`config.mk`:
```
export PLATFORM = sky130hd
export DESIGN_NAME = hash_row_coalescer_flat
export DESIGN_NICKNAME = d
export VERILOG_FILES = /design/src/rtl/hash_row_coalescer_if.sv /design/src/rtl/hash_row_coalescer.sv /design/src/flat_wrapper.sv
export SDC_FILE = /design/constraint.sdc
export NUM_CORES = 2
export LEC_CHECK = 0
export CORE_AREA = 4 4 625 627
export CTS_BUF_LIST = sky130_fd_sc_hd__clkbuf_8
export DETAILED_ROUTE_END_ITERATION = 10
export DIE_AREA = 0 0 629 631
export PLACE_DENSITY = 0.41
export SLEW_MARGIN = 20
export SYNTH_ARGS = -nofsm -noshare
export SYNTH_HDL_FRONTEND = slang
export SYNTH_SLANG_ARGS = --single-unit
export TNS_END_PERCENT = 30
```
`constraint.sdc`:
```
create_clock -name clk -period 5.9 [get_ports clk]
set_input_delay 1.18 -clock clk [delete_from_list [all_inputs] [get_ports clk]]
set_output_delay 1.18 -clock clk [all_outputs]
set_load 0.01 [all_outputs]
```
`src/rtl/hash_row_coalescer_if.sv`:
```
// rtl/hash_row_coalescer_if.sv - beat input and row output bundle of the hash row coalescer
// slave is the coalescer side, master the producer/consumer side.
interface hash_row_coalescer_if #(
  parameter int LANES  = 16,
  parameter int ADDR_W = 32,
  parameter int MLEN_W = 5
);
  logic                      in_valid;
  logic                      in_ready;
  logic [ADDR_W-1:0]         in_head_addr;
  logic [LANES-1:0]          in_lane_mask;
  logic [LANES-1:0]          in_hist_valid;
  logic [LANES*ADDR_W-1:0]   in_hist_addr;
  logic [LANES*MLEN_W-1:0]   in_mlen;
  logic [LANES-1:0]          in_can_ext;
  logic [LANES*8-1:0]        in_data;
  logic                      in_delim;

  logic                      out_valid;
  logic                      out_ready;
  logic [ADDR_W-1:0]         out_head_addr;
  logic [LANES-1:0]          out_lane_mask;
  logic [LANES-1:0]          out_hist_valid;
  logic [LANES*ADDR_W-1:0]   out_hist_addr;
  logic [LANES*MLEN_W-1:0]   out_mlen;
  logic [LANES-1:0]          out_can_ext;
  logic [LANES*8-1:0]        out_data;
  logic                      out_delim;

  modport slave (
    input  in_valid, in_head_addr, in_lane_mask, in_hist_valid, in_hist_addr,
           in_mlen, in_can_ext, in_data, in_delim, out_ready,
    output in_ready, out_valid, out_head_addr, out_lane_mask, out_hist_valid,
           out_hist_addr, out_mlen, out_can_ext, out_data, out_delim
  );

  modport master (
    output in_valid, in_head_addr, in_lane_mask, in_hist_valid, in_hist_addr,
           in_mlen, in_can_ext, in_data, in_delim, out_ready,
    input  in_ready, out_valid, out_head_addr, out_lane_mask, out_hist_valid,
           out_hist_addr, out_mlen, out_can_ext, out_data, out_delim
  );
endinterface

```
`src/rtl/hash_row_coalescer.sv`:
```
// rtl/hash_row_coalescer.sv - merges sparse per-lane hash beats into dense registered rows
// Optional idle-timeout flush of partial rows: define HASH_ROW_COALESCER_TIMEOUT_EN.
module hash_row_coalescer #(
  parameter int LANES  = 16,
  parameter int ADDR_W = 32,
  parameter int MLEN_W = 5,
  parameter int CNT_W  = $clog2(LANES) + 1,
  parameter int TO_W   = 8
) (
  input  logic               clk,
  input  logic               rst_n,
  input  logic [CNT_W-1:0]   cfg_max_beats,
  input  logic [TO_W-1:0]    cfg_timeout,
  hash_row_coalescer_if.slave bus
);
  localparam logic [1:0] ST_RECV  = 2'b01;
  localparam logic [1:0] ST_FLUSH = 2'b10;

  typedef struct packed {
    logic [ADDR_W-1:0]       head;
    logic [LANES-1:0]        mask;
    logic [LANES-1:0]        hv;
    logic [LANES*ADDR_W-1:0] ha;
    logic [LANES*MLEN_W-1:0] mlen;
    logic [LANES-1:0]        ce;
    logic [LANES*8-1:0]      data;
    logic                    delim;
  } row_t;

  logic [1:0]       state_q, state_d;
  row_t             acc_q, acc_d, comb, ld_row;
  row_t             out_q, out_d;
  logic             out_valid_q, out_valid_d;
  logic [CNT_W-1:0] beat_cnt_q, beat_cnt_d, cnt_max;
  logic             in_recv, collision, to_fire, in_ready, beat_acc, acc_flush;
  logic             out_free, trigger, ld_en, clr;

  assign in_recv   = (state_q == ST_RECV);
  assign out_free  = !out_valid_q || bus.out_ready;
  assign collision = bus.in_valid && in_recv && |(acc_q.mask & bus.in_lane_mask);
  assign in_ready  = rst_n && in_recv && !collision && !to_fire;
  assign beat_acc  = bus.in_valid && in_ready;
  assign acc_flush = collision || to_fire;
  assign cnt_max   = (cfg_max_beats == '0) ? CNT_W'(1) : cfg_max_beats;

`ifdef HASH_ROW_COALESCER_TIMEOUT_EN
  logic [TO_W-1:0] to_cnt_q, to_cnt_d;

  // Fires on the cfg_timeout-th consecutive idle cycle of a non-empty accumulator.
  assign to_fire  = in_recv && (cfg_timeout != '0) && |acc_q.mask &&
                    (({1'b0, to_cnt_q} + (TO_W+1)'(1)) >= {1'b0, cfg_timeout});
  assign to_cnt_d = (in_recv && |acc_q.mask && !beat_acc && !ld_en)
                  ? ((&to_cnt_q) ? to_cnt_q : to_cnt_q + TO_W'(1)) : '0;

  always_ff @(posedge clk) begin
    if (!rst_n) to_cnt_q <= '0;
    else        to_cnt_q <= to_cnt_d;
  end
`else
  logic unused_cfg_timeout;
  assign unused_cfg_timeout = ^cfg_timeout;
  assign to_fire = 1'b0;
`endif

  // Accumulator merged with the current beat; unmasked lanes contribute nothing.
  always_comb begin
    comb       = acc_q;
    comb.head  = bus.in_head_addr;
    comb.data  = bus.in_data;
    comb.delim = bus.in_delim;
    comb.mask  = acc_q.mask | bus.in_lane_mask;
    comb.hv    = acc_q.hv | (bus.in_lane_mask & bus.in_hist_valid);
    comb.ce    = acc_q.ce | (bus.in_lane_mask & bus.in_can_ext);
    for (int i = 0; i < LANES; i++) begin
      comb.ha[i*ADDR_W +: ADDR_W] = acc_q.ha[i*ADDR_W +: ADDR_W] |
          (bus.in_hist_addr[i*ADDR_W +: ADDR_W] & {ADDR_W{bus.in_lane_mask[i]}});
      comb.mlen[i*MLEN_W +: MLEN_W] = acc_q.mlen[i*MLEN_W +: MLEN_W] |
          (bus.in_mlen[i*MLEN_W +: MLEN_W] & {MLEN_W{bus.in_lane_mask[i]}});
    end
  end

  assign trigger = (({1'b0, beat_cnt_q} + (CNT_W+1)'(1)) >= {1'b0, cnt_max}) ||
                   (&comb.mask) || bus.in_delim;

  always_comb begin
    state_d     = state_q;
    acc_d       = acc_q;
    beat_cnt_d  = beat_cnt_q;
    out_d       = out_q;
    out_valid_d = out_valid_q && !bus.out_ready;
    ld_en       = 1'b0;
    ld_row      = acc_q;
    clr         = 1'b0;
    case (state_q)
      ST_RECV: begin
        if (acc_flush) begin
          if (out_free) begin
            ld_en = 1'b1;
            clr   = 1'b1;
          end else begin
            state_d = ST_FLUSH;
          end
        end else if (beat_acc) begin
          if (trigger && out_free) begin
            ld_en  = 1'b1;
            ld_row = comb;
            clr    = 1'b1;
          end else if (trigger) begin
            acc_d   = comb;
            state_d = ST_FLUSH;
          end else begin
            acc_d      = comb;
            beat_cnt_d = (&beat_cnt_q) ? beat_cnt_q : beat_cnt_q + CNT_W'(1);
          end
        end
      end
      ST_FLUSH: begin
        if (out_free) begin
          ld_en   = 1'b1;
          clr     = 1'b1;
          state_d = ST_RECV;
        end
      end
      default: state_d = ST_RECV;
    endcase
    if (clr) begin
      acc_d      = '0;
      beat_cnt_d = '0;
    end
    // Rows with no history hit are dropped unless they carry the delimiter.
    if (ld_en && (|ld_row.hv || ld_row.delim)) begin
      out_d       = ld_row;
      out_d.mask  = ld_row.hv;
      out_valid_d = 1'b1;
    end
  end

  always_ff @(posedge clk) begin
    if (!rst_n) begin
      state_q     <= ST_RECV;
      acc_q       <= '0;
      beat_cnt_q  <= '0;
      out_q       <= '0;
      out_valid_q <= 1'b0;
    end else begin
      state_q     <= state_d;
      acc_q       <= acc_d;
      beat_cnt_q  <= beat_cnt_d;
      out_q       <= out_d;
      out_valid_q <= out_valid_d;
    end
  end

  assign bus.in_ready       = in_ready;
  assign bus.out_valid      = out_valid_q;
  assign bus.out_head_addr  = out_q.head;
  assign bus.out_lane_mask  = out_q.mask;
  assign bus.out_hist_valid = out_q.hv;
  assign bus.out_hist_addr  = out_q.ha;
  assign bus.out_mlen       = out_q.mlen;
  assign bus.out_can_ext    = out_q.ce;
  assign bus.out_data       = out_q.data;
  assign bus.out_delim      = out_q.delim;
endmodule

```
`src/flat_wrapper.sv`:
```
// flat-port wrapper written by rule: the top's interface ports become plain ports
module hash_row_coalescer_flat 
#(
  parameter int LANES  = 16,
  parameter int ADDR_W = 32,
  parameter int MLEN_W = 5,
  parameter int CNT_W  = $clog2(LANES) + 1,
  parameter int TO_W   = 8
)
  (clk, rst_n, cfg_max_beats, cfg_timeout, bus_in_valid, bus_in_head_addr, bus_in_lane_mask, bus_in_hist_valid, bus_in_hist_addr, bus_in_mlen, bus_in_can_ext, bus_in_data, bus_in_delim, bus_out_ready, bus_in_ready, bus_out_valid, bus_out_head_addr, bus_out_lane_mask, bus_out_hist_valid, bus_out_hist_addr, bus_out_mlen, bus_out_can_ext, bus_out_data, bus_out_delim);
  hash_row_coalescer_if #(.LANES(LANES), .ADDR_W(ADDR_W), .MLEN_W(MLEN_W)) bus_i ();
  input  logic clk;
  input  logic rst_n;
  input  logic [CNT_W-1:0] cfg_max_beats;
  input  logic [TO_W-1:0] cfg_timeout;
  input wire logic [$bits(bus_i.in_valid)-1:0] bus_in_valid;
  input wire logic [$bits(bus_i.in_head_addr)-1:0] bus_in_head_addr;
  input wire logic [$bits(bus_i.in_lane_mask)-1:0] bus_in_lane_mask;
  input wire logic [$bits(bus_i.in_hist_valid)-1:0] bus_in_hist_valid;
  input wire logic [$bits(bus_i.in_hist_addr)-1:0] bus_in_hist_addr;
  input wire logic [$bits(bus_i.in_mlen)-1:0] bus_in_mlen;
  input wire logic [$bits(bus_i.in_can_ext)-1:0] bus_in_can_ext;
  input wire logic [$bits(bus_i.in_data)-1:0] bus_in_data;
  input wire logic [$bits(bus_i.in_delim)-1:0] bus_in_delim;
  input wire logic [$bits(bus_i.out_ready)-1:0] bus_out_ready;
  output wire logic [$bits(bus_i.in_ready)-1:0] bus_in_ready;
  output wire logic [$bits(bus_i.out_valid)-1:0] bus_out_valid;
  output wire logic [$bits(bus_i.out_head_addr)-1:0] bus_out_head_addr;
  output wire logic [$bits(bus_i.out_lane_mask)-1:0] bus_out_lane_mask;
  output wire logic [$bits(bus_i.out_hist_valid)-1:0] bus_out_hist_valid;
  output wire logic [$bits(bus_i.out_hist_addr)-1:0] bus_out_hist_addr;
  output wire logic [$bits(bus_i.out_mlen)-1:0] bus_out_mlen;
  output wire logic [$bits(bus_i.out_can_ext)-1:0] bus_out_can_ext;
  output wire logic [$bits(bus_i.out_data)-1:0] bus_out_data;
  output wire logic [$bits(bus_i.out_delim)-1:0] bus_out_delim;
  assign bus_i.in_valid = bus_in_valid;
  assign bus_i.in_head_addr = bus_in_head_addr;
  assign bus_i.in_lane_mask = bus_in_lane_mask;
  assign bus_i.in_hist_valid = bus_in_hist_valid;
  assign bus_i.in_hist_addr = bus_in_hist_addr;
  assign bus_i.in_mlen = bus_in_mlen;
  assign bus_i.in_can_ext = bus_in_can_ext;
  assign bus_i.in_data = bus_in_data;
  assign bus_i.in_delim = bus_in_delim;
  assign bus_i.out_ready = bus_out_ready;
  assign bus_in_ready = bus_i.in_ready;
  assign bus_out_valid = bus_i.out_valid;
  assign bus_out_head_addr = bus_i.out_head_addr;
  assign bus_out_lane_mask = bus_i.out_lane_mask;
  assign bus_out_hist_valid = bus_i.out_hist_valid;
  assign bus_out_hist_addr = bus_i.out_hist_addr;
  assign bus_out_mlen = bus_i.out_mlen;
  assign bus_out_can_ext = bus_i.out_can_ext;
  assign bus_out_data = bus_i.out_data;
  assign bus_out_delim = bus_i.out_delim;
  hash_row_coalescer #(.LANES(LANES), .ADDR_W(ADDR_W), .MLEN_W(MLEN_W), .CNT_W(CNT_W), .TO_W(TO_W)) u_core (.clk(clk), .rst_n(rst_n), .cfg_max_beats(cfg_max_beats), .cfg_timeout(cfg_timeout), .bus(bus_i));
endmodule
```
# Word level (Yosys, flattened, before mapping)
# Index checks and enable logic that the tools add are counted.
totals:
  ff_bits: 1594
  in_bits: 818
  out_inout_bits: 803
  word_cells: 145
classes:
  add_sub_neg: 2
  order_cmp: 1
  n_eq_ne: 7
  muxes: 18
  n_bitwise: 75
  n_reduce_logical: 24
ops:
  columns: ["operator", "count"]
  rows:
  - ["2-to-1 mux 801 bit", 4]
  - ["bitwise AND 32 bit", 16]
  - ["OR 32 bit", 16]
  - ["bitwise AND 5 bit", 16]
  - ["OR 5 bit", 16]
  - ["bitwise AND 16 bit", 3]
  - ["OR 16 bit", 3]
  - ["OR reduction 16 bit", 2]
  - ["AND reduction 16 bit", 1]
  - ["2-to-1 mux 2 bit", 6]
  - ["!= test 3 bit (second input constant)", 4]
  - ["AND reduction 5 bit", 2]
  - ["logical AND 1 bit", 8]
  - ["adder 5 x 1 -> 6 bit (second input constant)", 1]
  - [">= comparator 6 x 5 -> 1 bit", 1]
  - ["AND reduction 6 bit", 1]
  - ["adder 5 x 1 -> 5 bit (second input constant)", 1]
  - ["logical NOT 5 bit", 1]
  - ["2-to-1 mux 1 bit", 5]
  - ["2-to-1 mux 5 bit", 1]
  - ["inverter 1 bit", 5]
  - ["logical OR 1 bit", 4]
  - ["case mux 2 bit (2 select lines)", 1]
  - ["AND reduction 4 bit", 1]
  - ["6 further kinds", 8]

# Logic depth before layout (Yosys ltp)
depth:
  depth_word: 14
  mapped_depth: 15

# Least setup slack after synthesis
# Ideal clock, no wire load.
synth_timing:
  path_type: "input port to flip-flop"
  startpoint: "in cfg_max_beats[2]"
  endpoint: "reg u_core.out_q (netlist bit u_core.bus.out_data[100])"
  setup_ps: 86
  arrival_time_ps: 3984
  setup_slack_ps: 1831
  cell_stages: 13
  n_path_buf: 3
  path_cell_list: "inv_1 a41o_1 ha_1 nand2b_1 a2111oi_0 o31a_1 a2111oi_4 mux2i_1 clkbuf_1 clkbuf_1 clkbuf_1 a21oi_1 a211oi_1"
synth_via:
  elab_chain_len: 13
  elab_cells_between_ends: 17
  classes_between: "order compare: 1; mux: 9; reduce/logical: 7"
synth_rtl:
  columns: ["element", "line", "rtl"]
  rows:
  - ["start: declaration", "flat_wrapper.sv:14", "input logic [CNT_W-1:0] cfg_max_beats;"]
  - ["logical NOT 5 bit", "hash_row_coalescer.sv:44", "assign cnt_max = (cfg_max_beats == '0) ? CNT_W'(1) : cfg_max_beats;"]
  - ["2-to-1 mux 5 bit *", "hash_row_coalescer.sv:44", null]
  - [">= comparator 6 x 5 -> 1 bit *", "hash_row_coalescer.sv:82", "assign trigger = (({1'b0, beat_cnt_q} + (CNT_W+1)'(1)) >= {1'b0, cnt_max}) ||"]
  - ["logical OR 1 bit *", "hash_row_coalescer.sv:82", null]
  - ["logical OR 1 bit *", "hash_row_coalescer.sv:83", "(&comb.mask) || bus.in_delim;"]
  - ["logical AND 1 bit *", "hash_row_coalescer.sv:104", "if (trigger && out_free) begin"]
  - ["2-to-1 mux 801 bit", "hash_row_coalescer.sv:104", null]
  - ["2-to-1 mux 801 bit", "hash_row_coalescer.sv:103", "end else if (beat_acc) begin"]
  - ["2-to-1 mux 801 bit", "hash_row_coalescer.sv:96", "if (acc_flush) begin"]
  - ["2-to-1 mux 801 bit", "hash_row_coalescer.sv:94", "case (state_q)"]
  - ["OR reduction 16 bit", "hash_row_coalescer.sv:131", "if (ld_en && (|ld_row.hv || ld_row.delim)) begin"]
  - ["logical OR 1 bit", "hash_row_coalescer.sv:131", null]
  - ["logical AND 1 bit", "hash_row_coalescer.sv:131", null]
  - ["end signal: assignment", "hash_row_coalescer.sv:149", "out_q <= out_d;"]
  - ["end: declaration", "hash_row_coalescer.sv:32", "row_t out_q, out_d;"]
# Mark *: on every way between the ends. The rest lies on a longest branch, timed or not.
# A chain may end at the register's enable or synchronous reset.

# Worst setup path after layout
layout_timing:
  startpoint: "in cfg_max_beats[3]"
  endpoint: "reg u_core.out_q (netlist bit u_core.bus.out_hist_addr[9])"
# Same word-level chain as after synthesis.

==> reports/metrics.yaml <==
sta:
  period_needed_ps: 4450
  max-slew-margin-rel_pct: 21.9
  timing_hold_violations_final: 0
  setup-tns-final_ps: 0
  skew_ps: 80.8
  slew_viol_final: 0
  worst_pin_slew_ps: 1170
  finalCritPeriodShare_pct: 75.5
  rsz0062_at_grt: "no"
  maxClockFrequency_ghz: 0.224
  setup_viol: 0
  setup_ws_ps: 1450
floorplanning:
  design.die.area_um2: 397000
  coreArea_um2: 385000
  rows: 228
  die_w_um: 629
  io_pins: 1621
  die_y_um: 631
  floorplan.initialDensity_pct: 15.5
power_and_ir_drop:
  power.switching_w: 0.00923
  ir_drop_v: 0.000148
  p_seq_share_pct: 40.7
  p_leak_nw: 27.3
  power.total_w: 0.0289
  clkPwrFrac_pct: 39.3
  swShare_pct: 31.9
  comb_power_share_pct: 19.9
  p_per_area_nw_per_um2: 330
  internal_power_w: 0.0197
critical_path:
  crit_arrival_ps: 5350
  r2r-start: "u_core.beat_cnt_q[0]"
  critPathKind: "in -> reg"
  startpoint: "cfg_max_beats[3]"
  setup.worst_path.start_class: "primary input"
  path_max_fanout: 132
  cp_data_required_time_ps: 6790
  critPathCaptureType: "flop"
layout:
  post-route-util_pct: 22.8
  final_nets: 8782
  drive_gt1_share_pct: 8.20
  layout_commonest_cell: "clkdlybuf4s50_1"
  layout_common_cells: "clkdlybuf4s50_1 (1595), dfxtp_1 (1594), a31oi_1 (1250), a21oi_1 (967), a211oi_1 (785)"
  layout-area-overhead-vs-synth_pct: 47.5
  final_cells: 13310
  nFillCells: 41604
synthesis:
  ys_types: 41
  syn_inst: 6613
  synthArstFlopShare_pct: 0
  seq_area_frac_synth_pct: 53.6
  ys_warn_count: 0
  avgSynthCellArea_um2: 9.00
  syn_nets: 7440
  synth-edff-count: 0
  synth_seq_cells: 1594
  synth.cell_area_um2: 59500
  ys.flop_type: "dfxtp_1"
placed_design:
  place_inst: 12694
  io_buffers: 1612
  globalplace.congestion: 0.869
  pre_cts_ws_ps: 467
  dpl.hpwl_mm: 264
clock_tree:
  cts_setup_buffers: 0
  clk_pin_slew_worst_paths_ps: 60
  cts_max_path_buffers: 4
  insertion_delay_ps: 1040
  ctsResizeCount: 0
  htree_levels: 5
  cts_tree: "yes"
  clock_sinks: 1594
  cts_hold_buffers: 0
  cts-root-buf: "clkbuf_8"
  numCtsBuffers: 319
global_routing:
  grt_first_pass_wirelength_mm: 491
  antenna_found_initial: 186
  grt_start_max_net_pins: 148
  grt_usage_pct: 17.2
  grt-ovfl-total: 0
  first_global_vias: 58341
routing:
  top_layer: "met5"
  wirelength_met1_mm: 145
  drc_errors: 0
  wl_per_cell_um: 27.2
  drt_iter0_drc: 4966
  via_count: 60997
  drt_wl_total_mm: 363
  vias_per_cell: 4.58
  route.met3.wl_mm: 34.2
  drtPass1Iterations: 6
  route.antenna.remaining_nets: 0
  dr_wl_met2_mm: 168
status:
  outcome: "finished, final reports clean"
worst_hold_path:
  min_path_type: "reg -> reg"
  hp-start: "u_core.acc_q[114]"
run:
  max_cap_viol_count: 0
-- per-stage QoR --
step	instance area [µm²]	hold WS [ps]
3_5_place_dp	81400	446
5_1_grt	87700	381
4_1_cts	87600	330
6_report	87800	452
3_3_place_gp	81400	446
2_1_floorplan	59500	436
-- worst max-delay path: stages --
cell	delay (ps)
clkdlybuf4s50_1	470
inv_1	60
a41o_1	230
ha_1	260
nand2b_1	90
a2111oi_0	90
o31a_1	350
buf_4	190
a2111oi_4	450
buf_12	380
buf_12	480
a31oi_1	340
a211oi_1	330
-- power by group through the flow --
stage | logic [W] | registers [W] | clock network [W]
floorplan | 0.00224 | 0.0121 | 0
global placement | 0.00580 | 0.0120 | 0
detailed placement | 0.00582 | 0.0120 | 0
CTS | 0.00584 | 0.0118 | 0.0119
global route | 0.00615 | 0.0118 | 0.0123
finish | 0.00577 | 0.0118 | 0.0114
-- state kept, by name, summed over array words and instances, names as in the netlist --
signal / flops
u_core.bus.out_hist_addr: 512
u_core.bus.out_mlen: 80
u_core.bus.out_lane_mask: 16
u_core.bus.out_can_ext: 16
u_core.bus.out_valid: 1
u_core.bus.out_data: 128
u_core.acc_q: 801
u_core.beat_cnt_q: 5
u_core.bus.out_delim: 1
u_core.state_q: 2
u_core.bus.out_head_addr: 32
-- worst paths after layout --
path | endpoint | slack, ps | depth (start not counted)
setup / recovery | u_core.bus.out_hist_addr[9] | 1450 | 13
hold / removal | u_core.acc_q[114] | 450 | 2
hold reg to reg | u_core.acc_q[114] | 450 | 2
setup reg to reg | u_core.bus.out_hist_addr[9] | 1450 | 12
-- layout make-up --
type / instances / area (µm²) / area share, %
antenna: 84 / 210 / 0.239
tap: 5060 / 6330 / 7.21
multi-input combinational: 4220 / 24500 / 27.9
clock buffer: 385 / 5300 / 6.04
sequential: 1594 / 31900 / 36.4
inverter: 7 / 33.8 / 0.0385
clock inverter: 147 / 840 / 0.957
timing repair buffer: 1813 / 18600 / 21.2
-- synthesized netlist by cell type, types with 8 or more instances --
master | count | area, µm²
dfxtp_1 | 1594 | 31900
a31oi_1 | 1250 | 7820
a21oi_1 | 968 | 4840
a211oi_1 | 785 | 5890
clkbuf_1 | 701 | 2630
nor2_1 | 651 | 2440
nand2_1 | 327 | 1230
mux2i_1 | 164 | 1640
buf_2 | 47 | 235
buf_1 | 26 | 97.6
buf_4 | 18 | 135
ha_1 | 9 | 113
o22ai_1 | 8 | 50.1
-- layer usage --
metal  up-vias  track usage (%)
met5         -                0
met2      2691             27.7
met3       709             6.22
li1      27616                -
met1     29927             20.5
met4        54             7.44
-- kinds of logic after synthesis --
family,synth area share [%]
AOI/OAI and AO/OA,31.7
adders and majority gates,0.189
DFF,53.6
and+or+nand+nor,6.42
muxes,2.76
xor gates and xnor gates,0.0736
buffers and inverters,5.25
Note: power is estimated with default switching activity, not from simulation.
